$ cat config.mk
export PLATFORM = sky130hd
export DESIGN_NAME = cdb_arbiter
export DESIGN_NICKNAME = d
export VERILOG_FILES = /design/src/rtl/cdb_arbiter_pkg.sv /design/src/rtl/cdb_arbiter_wb.sv /design/src/rtl/cdb_arbiter.sv
export SDC_FILE = /design/constraint.sdc
export NUM_CORES = 1
export LEC_CHECK = 0
export ABC_AREA = 1
export BUFFER_PORTS_ARGS = -buffer_cell sky130_fd_sc_hd__buf_2
export CORE_MARGIN = 3
export CORE_UTILIZATION = 45
export CTS_CLUSTER_SIZE = 16
export DETAILED_ROUTE_END_ITERATION = 8
export PLACE_DENSITY = 0.66
export SETUP_SLACK_MARGIN = 0.4
export SLEW_MARGIN = 20
export SYNTH_ARGS = -nofsm -noshare
export SYNTH_HDL_FRONTEND = slang
export SYNTH_SLANG_ARGS = --single-unit
$ cat constraint.sdc
create_clock -name clk -period 6.04 [get_ports clk]
set_input_delay 1.208 -clock clk [delete_from_list [all_inputs] [get_ports clk]]
set_output_delay 1.208 -clock clk [all_outputs]
set_load 0.02 [all_outputs]
$ cat src/rtl/cdb_arbiter_pkg.sv
// Shared configuration for the common data bus (CDB) arbiter.
// Contents:
//   ROB_SIZE_WIDTH, DATA_WIDTH, FIFO_DEPTH : codebase-wide sizing
//   cdb_src_e                              : result source identifiers
package cdb_arbiter_pkg;

    localparam int ROB_SIZE_WIDTH = 3;
    localparam int DATA_WIDTH     = 32;
    localparam int FIFO_DEPTH     = 2;

    typedef enum logic {
        SRC_ALU = 1'b0,
        SRC_LSB = 1'b1
    } cdb_src_e;

endpackage

$ cat src/rtl/cdb_arbiter_wb.sv
// wb_fifo: small synchronous write-back FIFO that buffers one producer's
// results until they win the CDB.
// Ports:
//   clk, rst      clock, asynchronous active-high reset
//   push, pop     enqueue din / dequeue head (caller guarantees !full / !empty)
//   flush         empty the FIFO; overrides push and pop
//   din           entry to enqueue
//   head          oldest entry (undefined content when empty)
//   empty, full   occupancy flags
module wb_fifo #(
    parameter int WIDTH = 35,
    parameter int DEPTH = 2
) (
    input  logic             clk,
    input  logic             rst,
    input  logic             push,
    input  logic             pop,
    input  logic             flush,
    input  logic [WIDTH-1:0] din,
    output logic [WIDTH-1:0] head,
    output logic             empty,
    output logic             full
);

    localparam int PTR_W = $clog2(DEPTH);
    localparam int CNT_W = PTR_W + 1;

    logic [WIDTH-1:0] mem_q [DEPTH];
    logic [WIDTH-1:0] mem_d [DEPTH];
    logic [PTR_W-1:0] wr_ptr_q, wr_ptr_d;
    logic [PTR_W-1:0] rd_ptr_q, rd_ptr_d;
    logic [CNT_W-1:0] count_q, count_d;

    always_comb begin
        mem_d    = mem_q;
        wr_ptr_d = wr_ptr_q;
        rd_ptr_d = rd_ptr_q;
        count_d  = count_q;
        if (flush) begin
            wr_ptr_d = '0;
            rd_ptr_d = '0;
            count_d  = '0;
        end else begin
            if (push) begin
                mem_d[wr_ptr_q] = din;
                wr_ptr_d        = wr_ptr_q + PTR_W'(1);
            end
            if (pop) begin
                rd_ptr_d = rd_ptr_q + PTR_W'(1);
            end
            // push and pop together leave the count unchanged
            case ({push, pop})
                2'b10:   count_d = count_q + CNT_W'(1);
                2'b01:   count_d = count_q - CNT_W'(1);
                default: count_d = count_q;
            endcase
        end
    end

    always_ff @(posedge clk or posedge rst) begin
        if (rst) begin
            mem_q    <= '{default: '0};
            wr_ptr_q <= '0;
            rd_ptr_q <= '0;
            count_q  <= '0;
        end else begin
            mem_q    <= mem_d;
            wr_ptr_q <= wr_ptr_d;
            rd_ptr_q <= rd_ptr_d;
            count_q  <= count_d;
        end
    end

    assign head  = mem_q[rd_ptr_q];
    assign empty = (count_q == '0);
    assign full  = (count_q == CNT_W'(DEPTH));

endmodule

$ cat src/rtl/cdb_arbiter.sv
// cdb_arbiter: shares the single result-broadcast bus between the ALU
// reservation station and the load/store buffer. Each source feeds its own
// wb_fifo; one head per cycle is broadcast, round-robin on ties.
// Ports:
//   clk, rst                         clock, asynchronous active-high reset
//   rdy                              global enable, low freezes all state
//   clear                            mispredict flush from the ROB
//   alu_valid/rob_id/value, alu_ready  ALU result handshake
//   lsb_valid/rob_id/value, lsb_ready  LSB result handshake
//   cdb_valid/rob_id/value           broadcast to ROB and operand snoop
//   cdb_src                          0 = ALU, 1 = LSB
module cdb_arbiter
    import cdb_arbiter_pkg::*;
#(
    parameter int ROB_SIZE_WIDTH = cdb_arbiter_pkg::ROB_SIZE_WIDTH,
    parameter int DATA_WIDTH     = cdb_arbiter_pkg::DATA_WIDTH,
    parameter int FIFO_DEPTH     = cdb_arbiter_pkg::FIFO_DEPTH
) (
    input  logic                      clk,
    input  logic                      rst,
    input  logic                      rdy,
    input  logic                      clear,
    input  logic                      alu_valid,
    input  logic [ROB_SIZE_WIDTH-1:0] alu_rob_id,
    input  logic [DATA_WIDTH-1:0]     alu_value,
    output logic                      alu_ready,
    input  logic                      lsb_valid,
    input  logic [ROB_SIZE_WIDTH-1:0] lsb_rob_id,
    input  logic [DATA_WIDTH-1:0]     lsb_value,
    output logic                      lsb_ready,
    output logic                      cdb_valid,
    output logic [ROB_SIZE_WIDTH-1:0] cdb_rob_id,
    output logic [DATA_WIDTH-1:0]     cdb_value,
    output logic                      cdb_src
);

    localparam int EW = ROB_SIZE_WIDTH + DATA_WIDTH;

    logic          alu_empty, alu_full, lsb_empty, lsb_full;
    logic [EW-1:0] alu_head, lsb_head, gnt_head;
    logic          alu_push, lsb_push, alu_pop, lsb_pop, flush;
    cdb_src_e      gnt_src;
    cdb_src_e      last_grant_q, last_grant_d;

    // Ready looks at occupancy only, so a pop in the same cycle gives no credit.
    assign alu_ready = !alu_full;
    assign lsb_ready = !lsb_full;

    always_comb begin
        gnt_src = SRC_ALU;
        if (!alu_empty && !lsb_empty) begin
            gnt_src = (last_grant_q == SRC_ALU) ? SRC_LSB : SRC_ALU;
        end else if (!lsb_empty) begin
            gnt_src = SRC_LSB;
        end
        gnt_head = (gnt_src == SRC_LSB) ? lsb_head : alu_head;

        // A clearing cycle must not broadcast a result of a squashed path.
        cdb_valid  = rdy && !clear && (!alu_empty || !lsb_empty);
        cdb_rob_id = '0;
        cdb_value  = '0;
        cdb_src    = 1'b0;
        if (cdb_valid) begin
            {cdb_rob_id, cdb_value} = gnt_head;
            cdb_src                 = gnt_src;
        end

        flush    = rdy && clear;
        alu_push = alu_valid && alu_ready && rdy && !clear;
        lsb_push = lsb_valid && lsb_ready && rdy && !clear;
        alu_pop  = cdb_valid && (gnt_src == SRC_ALU);
        lsb_pop  = cdb_valid && (gnt_src == SRC_LSB);

        last_grant_d = cdb_valid ? gnt_src : last_grant_q;
    end

    always_ff @(posedge clk or posedge rst) begin
        if (rst) begin
            last_grant_q <= SRC_LSB;
        end else begin
            last_grant_q <= last_grant_d;
        end
    end

    wb_fifo #(.WIDTH(EW), .DEPTH(FIFO_DEPTH)) u_alu_fifo (
        .clk   (clk),
        .rst   (rst),
        .push  (alu_push),
        .pop   (alu_pop),
        .flush (flush),
        .din   ({alu_rob_id, alu_value}),
        .head  (alu_head),
        .empty (alu_empty),
        .full  (alu_full)
    );

    wb_fifo #(.WIDTH(EW), .DEPTH(FIFO_DEPTH)) u_lsb_fifo (
        .clk   (clk),
        .rst   (rst),
        .push  (lsb_push),
        .pop   (lsb_pop),
        .flush (flush),
        .din   ({lsb_rob_id, lsb_value}),
        .head  (lsb_head),
        .empty (lsb_empty),
        .full  (lsb_full)
    );

endmodule
==> qor.yml <==
outcome: "finished, final reports clean"
synth-seq-cells: 149
pre_cts_ws_ps: 2050
holdPathStages: 2
reg2reg_from: "u_lsb_fifo.count_q[0]$_DFFE_PP0P_"
cts_hold_buf: 0
synth_cell_types: 27
synthFlopType: "dfrtp_1"
synth_area_per_cell_um2: 9.27
synth_area_um2: 7030
hp-start: "u_lsb_fifo.mem_q[49]$_DFFE_PP0P_"
cts_setup_buffers: 0
vias: 5360
powerDensity_nw_per_um2: 500
crit_fanout: 39
worstRegToRegCells: 8
period_needed_ps: 3980
layout_setup_ws_ps: 2060
grt_max_degree: 102
layout_commonest_cell: "nand2_1"
fin_util_pct: 53.9
detail-route-antenna-nets: 0
grt_usage_pct: 19.7
wire_per_inst_um: 15.1
cap_violations: 0
hold_path_class: "register to register"
wl_um: 16200
rrSetupSlack_ps: 3320
cts_sinks: 149
die_w_um: 131
area_delta_synth_final_pct: 17.0
dp_cells: 1041
whs_ps: 467
io_buffer_count: 114
dpl_cell_area_um2: 7620
syn_inst: 758
place_congestion: 0.764
stdcell_count: 1071
worst_ep_arrival_time_ps: 2780
path_class: "input port to output port"
layout.nets: 925
syn_nets: 834
overflow: 0
power_mw: 4.11
drc: 0
start_kind: "input port"
rsz0062_at_grt: "false"
nFillCells: 1441
yosysSeqAreaShare_pct: 53.1
path_clk_slew_ps: 50
stdcell_area_um2: 8220
grt_pass1_vias: 5094
grt_pass1_wl_um: 26400
cts-root-buf: "clkbuf_16"
clk-insertion-delay-late_ps: 420
drive_gt1_share_pct: 24.4
max_freq_mhz: 251
hold_viol: 0
die_area_um2: 17200
initial_core_util_pct: 46.1
synth_edf_count: 0
slew_violations: 0
antennaDiodeCount: 0
crit_required_ps: 4830
finalCritPeriodShare_pct: 66.0
antenna_found_initial: 0
core_area_um2: 15300
clock_skew_ps: 9.95
max-vdd-ir-drop_v: 0.000268
rr_endpoint: "u_lsb_fifo.mem_q[53]$_DFFE_PP0P_"
final_cell_mix: "nand2_1, dfrtp_1, buf_2"
ctsHtreeMaxLevel: 4
hold_end: "u_lsb_fifo.mem_q[49]$_DFFE_PP0P_"
cp-end-kind: "output port"
tritoncts: "built"
via_per_inst: 5.00
drtPass1Iterations: 5
tightest_slew_ps: 1020
yosys_warnings: 0
cts_resized: 0
post-dp-hpwl_um: 9920
fin_setup_tns_ps: 0
cts_buffers: 17
leakage_nw: 4.27
rows: 45
drt_iter0_markers: 343
dieHeight_um: 131
maxSlewHeadroom_pct: 31.8
cts_buffer_depth: 2
async_flop_share_pct: 100
setup_viol: 0
ios: 115
-- worst max-delay path: stages --
cell	delay (ps)
buf_2	100
inv_1	40
nand2_1	80
a21oi_2	210
nand2_2	560
o22ai_1	340
buf_2	210
-- report_power, final --
group	switching [mW]	internal [mW]	total [mW]
registers	0.322	1.45	1.77
clock network	0.392	0.674	1.07
logic	0.730	0.538	1.27
-- area by class of cell --
| class | instances | area (um^2) | area share (%) |
|---|---|---|---|
| Clock inverter | 10 | 129 | 1.57 |
| Tap cell | 211 | 264 | 3.21 |
| Multi-Input combinational cell | 510 | 2820 | 34.3 |
| Timing Repair Buffer | 119 | 608 | 7.40 |
| Clock buffer | 20 | 467 | 5.68 |
| Inverter | 52 | 200 | 2.44 |
| Sequential cell | 149 | 3730 | 45.4 |
-- worst max-delay path by stage --
stage	startpoint	to	slack, ps
after floorplan	rst	u_alu_fifo.count_q[0]$_DFFE_PP0P_	830
after global placement	clear	cdb_value[17]	2170
after detailed placement	clear	cdb_value[10]	2050
after CTS	clear	cdb_value[10]	2050
after global routing	clear	cdb_value[6]	1890
final	clear	cdb_value[10]	2060
-- Yosys cell counts, types with 2 or more instances --
cell type / number / area share [%]
buf_2: 19 / 1.4
buf_6: 12 / 1.9
clkbuf_1: 15 / 0.80
dfrtp_1: 148 / 53
inv_1: 48 / 2.6
inv_2: 4 / 0.21
mux2i_1: 69 / 9.8
nand2_1: 263 / 14
nand2_2: 3 / 0.27
nand3_1: 8 / 0.57
nand3_2: 2 / 0.28
nand4_1: 5 / 0.45
nor2_1: 6 / 0.32
nor2_2: 3 / 0.27
o21ai_0: 73 / 5.2
o21ai_2: 36 / 4.5
o22ai_1: 33 / 2.9
o22ai_2: 2 / 0.36
-- sequential cells by signal (all words and copies together) (netlist names) --
name                 count
u_lsb_fifo.rd_ptr_q      1
u_alu_fifo.wr_ptr_q      1
last_grant_q             1
u_alu_fifo.mem_q        70
u_lsb_fifo.count_q       2
u_alu_fifo.count_q       2
u_alu_fifo.rd_ptr_q      1
u_lsb_fifo.wr_ptr_q      1
u_lsb_fifo.mem_q        70
-- metal layers --
metal / vias up / wire, um / track usage, %
li1: 2668 / - / -
met1: 2562 / 7530 / 26.7
met2: 115 / 7790 / 32.0
met3: 15 / 696 / 4.59
met4: 0 / 205 / 5.26
met5: - / 0 / 0
-- cell families (layout without fill, tap and decap cells) --
| family | after synthesis | in the layout | share of synthesized area [%] |
|---|---|---|---|
| muxes | 69 | 69 | 9.83 |
| xor gates and xnor gates | 1 | 1 | 0.125 |
| DFF | 149 | 149 | 53.1 |
| and+or+nand+nor | 294 | 294 | 16.8 |
| AOI/OAI and AO/OA | 146 | 146 | 13.2 |
| buffers and inverters | 99 | 201 | 6.96 |
(Power assumes the default switching activity.)
